$ cat config.mk
export PLATFORM = sky130hd
export DESIGN_NAME = game_flow_controller
export DESIGN_NICKNAME = d
export VERILOG_FILES = /design/src/rtl/game_pkg.sv /design/src/rtl/button_edge_sync.sv /design/src/rtl/game_flow_controller.sv
export SDC_FILE = /design/constraint.sdc
export NUM_CORES = 1
export LEC_CHECK = 0
export CAP_MARGIN = 25
export CORE_AREA = 2 2 56 58
export CTS_CLUSTER_SIZE = 12
export DETAILED_ROUTE_END_ITERATION = 12
export DIE_AREA = 0 0 58 60
export PLACE_DENSITY = 0.93
export SLEW_MARGIN = 20
export SYNTH_ARGS = -nofsm -noshare
export SYNTH_HDL_FRONTEND = slang
export SYNTH_HIERARCHICAL = 1
export SYNTH_SLANG_ARGS = --single-unit
$ cat constraint.sdc
create_clock -name clk -period 4.2 [get_ports clk]
set_input_delay 0.84 -clock clk [delete_from_list [all_inputs] [get_ports clk]]
set_output_delay 0.84 -clock clk [all_outputs]
set_load 0.05 [all_outputs]
$ cat src/rtl/game_pkg.sv
// Shared match-flow types: state encoding and the renderer's winner codes.
package game_pkg;

  typedef enum logic [2:0] {
    IDLE  = 3'd0,
    SERVE = 3'd1,
    PLAY  = 3'd2,
    PAUSE = 3'd3,
    POINT = 3'd4,
    WIN1  = 3'd5,
    WIN2  = 3'd6
  } state_t;

  localparam logic [1:0] WIN_NONE   = 2'b00;
  localparam logic [1:0] WIN_ACTIVE = 2'b01;
  localparam logic [1:0] WIN_P1     = 2'b10;
  localparam logic [1:0] WIN_P2     = 2'b11;

endpackage

$ cat src/rtl/button_edge_sync.sv
// Two-flop synchroniser for an asynchronous button plus a one-clock rising-edge pulse.
module button_edge_sync (
  input  logic clk,
  input  logic reset,
  input  logic btn,
  output logic pulse
);

  logic sync1, sync2, sync2_q;

  always_ff @(posedge clk or negedge reset) begin
    if (!reset) begin
      sync1   <= 1'b0;
      sync2   <= 1'b0;
      sync2_q <= 1'b0;
    end else begin
      sync1   <= btn;
      sync2   <= sync1;
      sync2_q <= sync2;
    end
  end

  // Combinational edge so the state reacts on the third edge after the press
  assign pulse = sync2 & ~sync2_q;

endmodule

$ cat src/rtl/game_flow_controller.sv
// Pong match sequencer: scores, serve/point hold timing, pause, win detection.
module game_flow_controller
  import game_pkg::*;
#(
  parameter int unsigned WIN_SCORE    = 5,
  parameter int unsigned SERVE_FRAMES = 60,
  parameter int unsigned POINT_FRAMES = 90,
  parameter int unsigned CNT_W        = 8
) (
  input  logic       clk,
  input  logic       reset,
  input  logic       frame_tick,
  input  logic       start,
  input  logic       pause,
  input  logic       miss_left,
  input  logic       miss_right,
  output logic       render_en,
  output logic [1:0] winner,
  output logic       ball_hold,
  output logic       ball_recentre,
  output logic [3:0] score1,
  output logic [3:0] score2,
  output logic [2:0] state_dbg
);

  localparam logic [CNT_W-1:0] SERVE_LAST = CNT_W'(SERVE_FRAMES - 1);
  localparam logic [CNT_W-1:0] POINT_LAST = CNT_W'(POINT_FRAMES - 1);
  localparam logic [3:0]       WIN_VAL    = 4'(WIN_SCORE);

  state_t           state, state_nxt;
  logic [3:0]       score1_nxt, score2_nxt;
  logic [CNT_W-1:0] cnt, cnt_nxt;
  logic             start_pulse;

  button_edge_sync u_start_sync (
    .clk   (clk),
    .reset (reset),
    .btn   (start),
    .pulse (start_pulse)
  );

  always_ff @(posedge clk or negedge reset) begin
    if (!reset) begin
      state         <= IDLE;
      score1        <= '0;
      score2        <= '0;
      cnt           <= '0;
      ball_recentre <= 1'b0;
    end else begin
      state         <= state_nxt;
      score1        <= score1_nxt;
      score2        <= score2_nxt;
      cnt           <= cnt_nxt;
      ball_recentre <= (state_nxt == SERVE) && (state != SERVE);
    end
  end

  always_comb begin
    state_nxt  = state;
    score1_nxt = score1;
    score2_nxt = score2;
    cnt_nxt    = cnt;
    case (state)
      IDLE, WIN1, WIN2: begin
        if (start_pulse) begin
          state_nxt  = SERVE;
          score1_nxt = '0;
          score2_nxt = '0;
          cnt_nxt    = '0;
        end
      end
      SERVE: begin
        if (frame_tick) begin
          if (cnt == SERVE_LAST) state_nxt = PLAY;
          else                   cnt_nxt   = cnt + CNT_W'(1);
        end
      end
      PLAY: begin
        // Simultaneous misses cancel out and also mask pause for that cycle
        if (miss_right && !miss_left) begin
          score1_nxt = score1 + 4'd1;
          state_nxt  = (score1_nxt == WIN_VAL) ? WIN1 : POINT;
          cnt_nxt    = '0;
        end else if (miss_left && !miss_right) begin
          score2_nxt = score2 + 4'd1;
          state_nxt  = (score2_nxt == WIN_VAL) ? WIN2 : POINT;
          cnt_nxt    = '0;
        end else if (pause && !miss_left && !miss_right) begin
          state_nxt = PAUSE;
        end
      end
      PAUSE: begin
        if (!pause) state_nxt = PLAY;
      end
      POINT: begin
        if (frame_tick) begin
          if (cnt == POINT_LAST) begin
            state_nxt = SERVE;
            cnt_nxt   = '0;
          end else begin
            cnt_nxt = cnt + CNT_W'(1);
          end
        end
      end
      default: begin
        state_nxt = IDLE;
        cnt_nxt   = '0;
      end
    endcase
  end

  always_comb begin
    render_en = 1'b1;
    winner    = WIN_ACTIVE;
    ball_hold = 1'b1;
    case (state)
      IDLE: begin
        render_en = 1'b0;
        winner    = WIN_NONE;
      end
      PLAY:    ball_hold = 1'b0;
      WIN1:    winner    = WIN_P1;
      WIN2:    winner    = WIN_P2;
      default: ;
    endcase
  end

  assign state_dbg = state;

endmodule

==> impl_metrics.toml, run 1 <==
[run_status]
outcome = "finished, final reports clean"

[critical_path]
crit_family = "buffers and inverters"
max_stage_delay_ns = 0.72
cp_data_arrival_time_ns = 2.38
crit_chain = "nor3b_1, inv_2, clkdlybuf4s50_1"
r2r_slack_ns = 2.07
slowest_stage = "clkdlybuf4s50_1"
path_buf_inv = 2
r2r_end = "ball_recentre"
start_kind = "register"
crit_path_end_kind = "primary output"
path_max_fanout = 18
critPathRequiredTime_ns = 3.36
r2r-start = "state_dbg[1]"
setup.worst_path.class = "register to primary output"
r2r_cells = 5

[clocking]
clk_pin_slew_ns = 0.14
cts_htree_levels = 1
cts_buffers = 3
cts_tree = "yes"
post_cts_resized = 0
cts_setup_buffers = 0
clock_path_buffers = 2
cts_hold_buf = 0
clk_latency_ns = 0.30
clock-root-buffer = "clkbuf_4"
clock-sinks = 23

[final_layout]
final_nets = 204
drive_gt1_share_pct = 14.36
design_area_sq_um = 1857
areaGrowthSynthToFinish_pct = 14.42
final_common_cell = "dfrtp_1"
diodes = 0
instances_no_fill = 221
fill_cells = 232
mostFrequentLayoutCells = "dfrtp_1 (23), clkdlybuf4s50_1 (21), o21ai_0 (15), nand2_1 (14), nor2_1 (10)"

[sta]
skew_ns = 0.01031
slew_headroom_pct = 54.68
finalSetupViolCount = 0
slew_violations = 0
setup_ws_ns = 0.9761
worstMarginPinSlew_ns = 0.6783
finalHoldViolations = 0
setup_tns_ns = 0
period_share_pct = 76.76
final.min_clock_period_ns = 3.224
fmax_mhz = 310.2
rsz0062_at_grt = "false"

[flow_run]
drv_cap = 0

[placed_design]
place_worst_setup_slack_ns = 1.364
hpwl_mm = 2.602
port_buffers = 22
placed_cells = 217
post_dp_cell_area_sq_um = 1836
place.gp.congestion = 0.8525

[synthesis]
synth_area_sq_um = 1623
seq_area_frac_synth_pct = 35.47
synth-edff-count = 0
ys_seq_elements = 23
async_flop_share_pct = 100.0
synth.avg_cell_area_sq_um = 9.546
syn-num-nets = 185
netlist_instances = 170
yosys_warnings = 6
ys.flop_type = "dfrtp_1"
synth_cell_type_count = 53

[routing]
drt_first_pass_iters = 4
ant_nets = 0
dr_total_vias = 1351
wl_per_cell_microns = 15.26
drc = 0
vias_per_cell = 6.113
routed_wirelength_mm = 3.373
drtIter0Drc = 62

[power]
powerDensity_nw_per_um2 = 521.6
ir_drop_uv = 466.0
p_leak_uw = 0.0007593

[floorplan]
die_w_microns = 58
initial_core_util_pct = 55.91
core_area_sq_um = 2903
fp.dieArea_sq_um = 3480
pin_count = 23
die_h_microns = 60
rows = 20

[global_routing]
grt_max_degree = 24
grt_util_all_layers_pct = 20.84
grt_pass1_wl_mm = 5.616
grt_pass1_vias = 1242
overflow = 0
antenna_found_initial = 0

[worst_hold_path]
hold_depth = 0
holdCritStartpoint = "u_start_sync/sync1"
hold_path_class = "register to register"
hold_end = "u_start_sync/sync2"
[registers in the layout, summed over array words and instances, names as in the netlist]
signal	cells
cnt	8
u_start_sync/sync2	1
u_start_sync/sync1	1
ball_recentre	1
score1	4
state_dbg	3
score2	4
u_start_sync/sync2_q	1
[routing by layer]
metal  routed length (microns)  vias to the layer above  global-route usage, %
met5                         0                        -                      0
met4                        80                        0                  7.309
met3                       117                        8                  2.814
met2                      1758                       36                  37.66
met1                      1417                      655                  25.41
li1                          -                      652                      -
[worst max path at each step]
stage                 startpoint   endpoint  cells after the start
floorplan           state_dbg[1]  winner[1]                      3
global placement    state_dbg[1]  ball_hold                      3
detailed placement  state_dbg[1]  ball_hold                      3
CTS                 state_dbg[1]  ball_hold                      3
global route        state_dbg[1]  ball_hold                      3
finish              state_dbg[1]  ball_hold                      3
[Yosys cell counts (all sizes together), types with 2 or more instances]
master | instances | share of area [%]
nor4 | 2 | 0.77
and2b | 4 | 2.2
o22ai | 2 | 0.77
nor2 | 10 | 2.3
o21ai | 16 | 4.9
nand2b | 8 | 3.1
mux2 | 3 | 2.5
and3 | 2 | 0.77
and4bb | 2 | 1.8
dfrtp | 23 | 35
nor2b | 5 | 2.7
buf | 5 | 2.3
inv | 9 | 2.1
o211ai | 3 | 1.4
nor4b | 2 | 1.5
nand3 | 8 | 2.5
o31ai | 5 | 3.9
nand4b | 3 | 1.6
ha | 8 | 6.2
nand2 | 14 | 3.2
a22oi | 2 | 0.92
xor2 | 2 | 1.1
xnor2 | 3 | 1.6
nor3b | 3 | 1.4
a32o | 2 | 1.2
a21oi | 4 | 1.5
clkbuf | 3 | 0.69
nand4 | 3 | 1.2
[per-stage QoR]
stage | total power [uW] | utilization [%] | hold WS (ns)
2_1_floorplan | 774.3 | - | 0.3312
3_3_place_gp | 844.8 | 63.23 | 0.3360
4_1_cts | 969.7 | 64.14 | 0.3701
3_5_place_dp | 867.1 | 63.23 | 0.3417
5_1_grt | 1031 | 63.97 | 0.3738
6_report | 968.5 | 63.97 | 0.3674
[worst reg2reg max path, stage by stage, from the launching register on]
cell	delay (ns)
dfrtp_1	0.64
nor3b_1	0.63
nand4_1	0.17
o22ai_1	0.22
nand4b_1	0.18
nor4b_2	0.21
[power breakdown]
group	switching [uW]	total, uW	internal (uW)
combinational	319	543	225
clock	65.9	103	36.9
sequential	69.8	322	252
total	454	969	514
[final cells by class]
type | count | area [sq um] | area share, %
tap | 33 | 41.29 | 2.224
multi-input combinational | 130 | 964.7 | 51.95
timing repair buffer | 22 | 215.2 | 11.59
clock buffer | 4 | 26.28 | 1.415
sequential | 23 | 575.6 | 31.00
inverter | 9 | 33.78 | 1.819
[cells by family (layout without fill, tap and decap cells)]
kind of cell / count (synthesis) / in the layout / share of synthesized area [%]
flip-flops: 23 / 23 / 35.47
buffers and inverters: 17 / 35 / 5.088
AND/OR/NAND/NOR: 70 / 70 / 27.06
AO/OA/AOI/OAI: 43 / 43 / 20.35
multiplexers: 4 / 4 / 3.161
XOR/XNOR: 5 / 5 / 2.699
adder cells (fa/ha/maj): 8 / 8 / 6.168
Note: power is estimated with default switching activity, not from simulation.
==> run 2: changes to the inputs <==
CORE_AREA = 2 2 58 60   (was 2 2 56 58)
DIE_AREA = 0 0 60 62   (was 0 0 58 60)
PLACE_DENSITY = 0.88   (was 0.93)
clock period = 3.2 ns   (was 4.2 ns; I/O delays follow)
==> run 2 against run 1 <==
- core utilization down 4.1 points
- combinational power rose by 28%
- sequential power grew 31%
- non-clock buffer count up 3
- die area up 6.9%
- register-to-register slack worse by 0.93 ns
- first-iteration DRC count fell by 40%
- sequential share of layout area fell by 0.73 points
- clock-buffer cell count decreased by 1
- worst hold slack improved by 0.0018 ns
- design area up 2.4%
- critical path type unchanged
- critical endpoint is now winner[1]
- highest routed layer unchanged
==> impl_metrics.toml, run 2 (synthesis results as in run 1) <==
[clocking]
cts_hold_buf = 0
clock_path_buffers = 2
post_cts_resized = 0
clock-sinks = 23
cts_tree = "yes"
cts_setup_buffers = 0
cts_buffers = 3
cts_htree_levels = 1
clk_pin_slew_ns = 0.13
clock-root-buffer = "clkbuf_4"
clk_latency_ns = 0.32

[placed_design]
place_worst_setup_slack_ns = 0.7083
hpwl_mm = 2.224
post_dp_cell_area_sq_um = 1874
place.gp.congestion = 0.8579
port_buffers = 22

[sta]
period_share_pct = 89.25
fmax_mhz = 350.1
slew_violations = 0
finalSetupViolCount = 0
finalHoldViolations = 0
setup_ws_ns = 0.3439
worstMarginPinSlew_ns = 0.5174
final.min_clock_period_ns = 2.856
setup_tns_ns = 0
skew_ns = 0.003994
slew_headroom_pct = 65.51
rsz0062_at_grt = "false"

[power]
powerDensity_nw_per_um2 = 661.9
sw_frac_of_total_pct = 46.44
p_sw_uw = 584.6
p_leak_uw = 0.0007777
comb_power_share_pct = 55.3
clock_power_share_pct = 11.1
p_int_uw = 674.2
finalPower_uw = 1259
seqPwrFrac_pct = 33.5
ir_drop_uv = 286.3

[final_layout]
largestRegisters = "cnt: 8 flops, score1: 4 flops, score2: 4 flops"
final_common_cell = "dfrtp_1"
top_register = "cnt"
final_util_pct = 59.82
largest_reg_flops = 8
fill_cells = 291
final_nets = 207
mostFrequentLayoutCells = "dfrtp_1 (23), clkdlybuf4s50_1 (22), o21ai_0 (15), nand2_1 (14), nor2_1 (10)"
diodes = 0
design_area_sq_um = 1902
drive_gt1_share_pct = 15.71
areaGrowthSynthToFinish_pct = 17.19

[routing]
drt_first_pass_iters = 4
drc = 0
routed_wirelength_mm = 3.032
drtIter0Drc = 37
ant_nets = 0
wl_per_cell_microns = 12.79
dr_total_vias = 1302
vias_per_cell = 5.494

[floorplan]
fp.dieArea_sq_um = 3720
pin_count = 23
initial_core_util_pct = 51.04
rows = 21
core_area_sq_um = 3179
die_h_microns = 62
die_w_microns = 60

[global_routing]
grt_max_degree = 24
grt_util_all_layers_pct = 17.27
antenna_found_initial = 0
grt_pass1_vias = 1133
grt_pass1_wl_mm = 4.885
overflow = 0

[critical_path]
critPathRequiredTime_ns = 2.56
path_max_fanout = 18
crit_path_end_kind = "primary output"
start_kind = "register"
setup.worst_path.class = "register to primary output"
cp_data_arrival_time_ns = 2.22

[flow_run]
drv_cap = 0

[run_status]
outcome = "finished, final reports clean"

[worst_hold_path]
hold_path_class = "register to register"
-- run 2: worst paths after layout --
| kind | startpoint | to | slack [ns] | cells past startpoint |
|---|---|---|---|---|
| setup reg to reg | state_dbg[1] | cnt[2] | 1.14 | 6 |
| setup / recovery | state_dbg[0] | winner[1] | 0.34 | 4 |
| max in group asynchronous | reset | score2[1] | 2.31 | 2 |
| hold / removal | u_start_sync/sync1 | u_start_sync/sync2 | 0.37 | 0 |
| min in group asynchronous | reset | cnt[0] | 0.66 | 2 |
| hold reg to reg | u_start_sync/sync1 | u_start_sync/sync2 | 0.37 | 0 |
-- run 2: final cells by class --
type	instances	area, sq um	area share, %
clock buffers	3	22.52	1.184
clock inverters	1	5.005	0.2632
inverters	9	33.78	1.776
multi-input cells	130	964.7	50.72
repair buffers	25	242.7	12.76
flip-flops and latches	23	575.6	30.26
well taps	46	57.56	3.026
-- run 2: metrics by stage --
step	std cells	hold WS, ns
final	237	0.3692
after global routing	237	0.3887
after CTS	237	0.3674
after detailed placement	233	0.3365
after global placement	233	0.3356
after floorplan	170	0.3312
-- run 2: critical path: stages, from the launching register on --
cell and delay (ns):
dfrtp_1 0.59, inv_1 0.20, nand2_1 0.11, a21boi_0 0.17, clkdlybuf4s50_1 0.82
-- run 2: layer usage --
layer	part of all wire, %	track usage, %	up-vias
met5	0	0	-
met4	0.86	6.667	0
met3	2.5	1.863	4
met2	49	27.80	19
met1	47	24.00	618
li1	-	-	661
-- run 2: power groups by stage --
stage	Combinational [uW]	Sequential [uW]	Clock, uW
floorplan	584	433	0
global placement	692	429	0
detailed placement	696	428	0
CTS	699	421	146
global route	754	436	160
finish	697	422	140
==> run 3: changes to the inputs <==
CTS_CLUSTER_DIAMETER = 100   (was default)
==> results of run 3 <==
No change in the layout: final DEF, timing and power equal those of run 2.
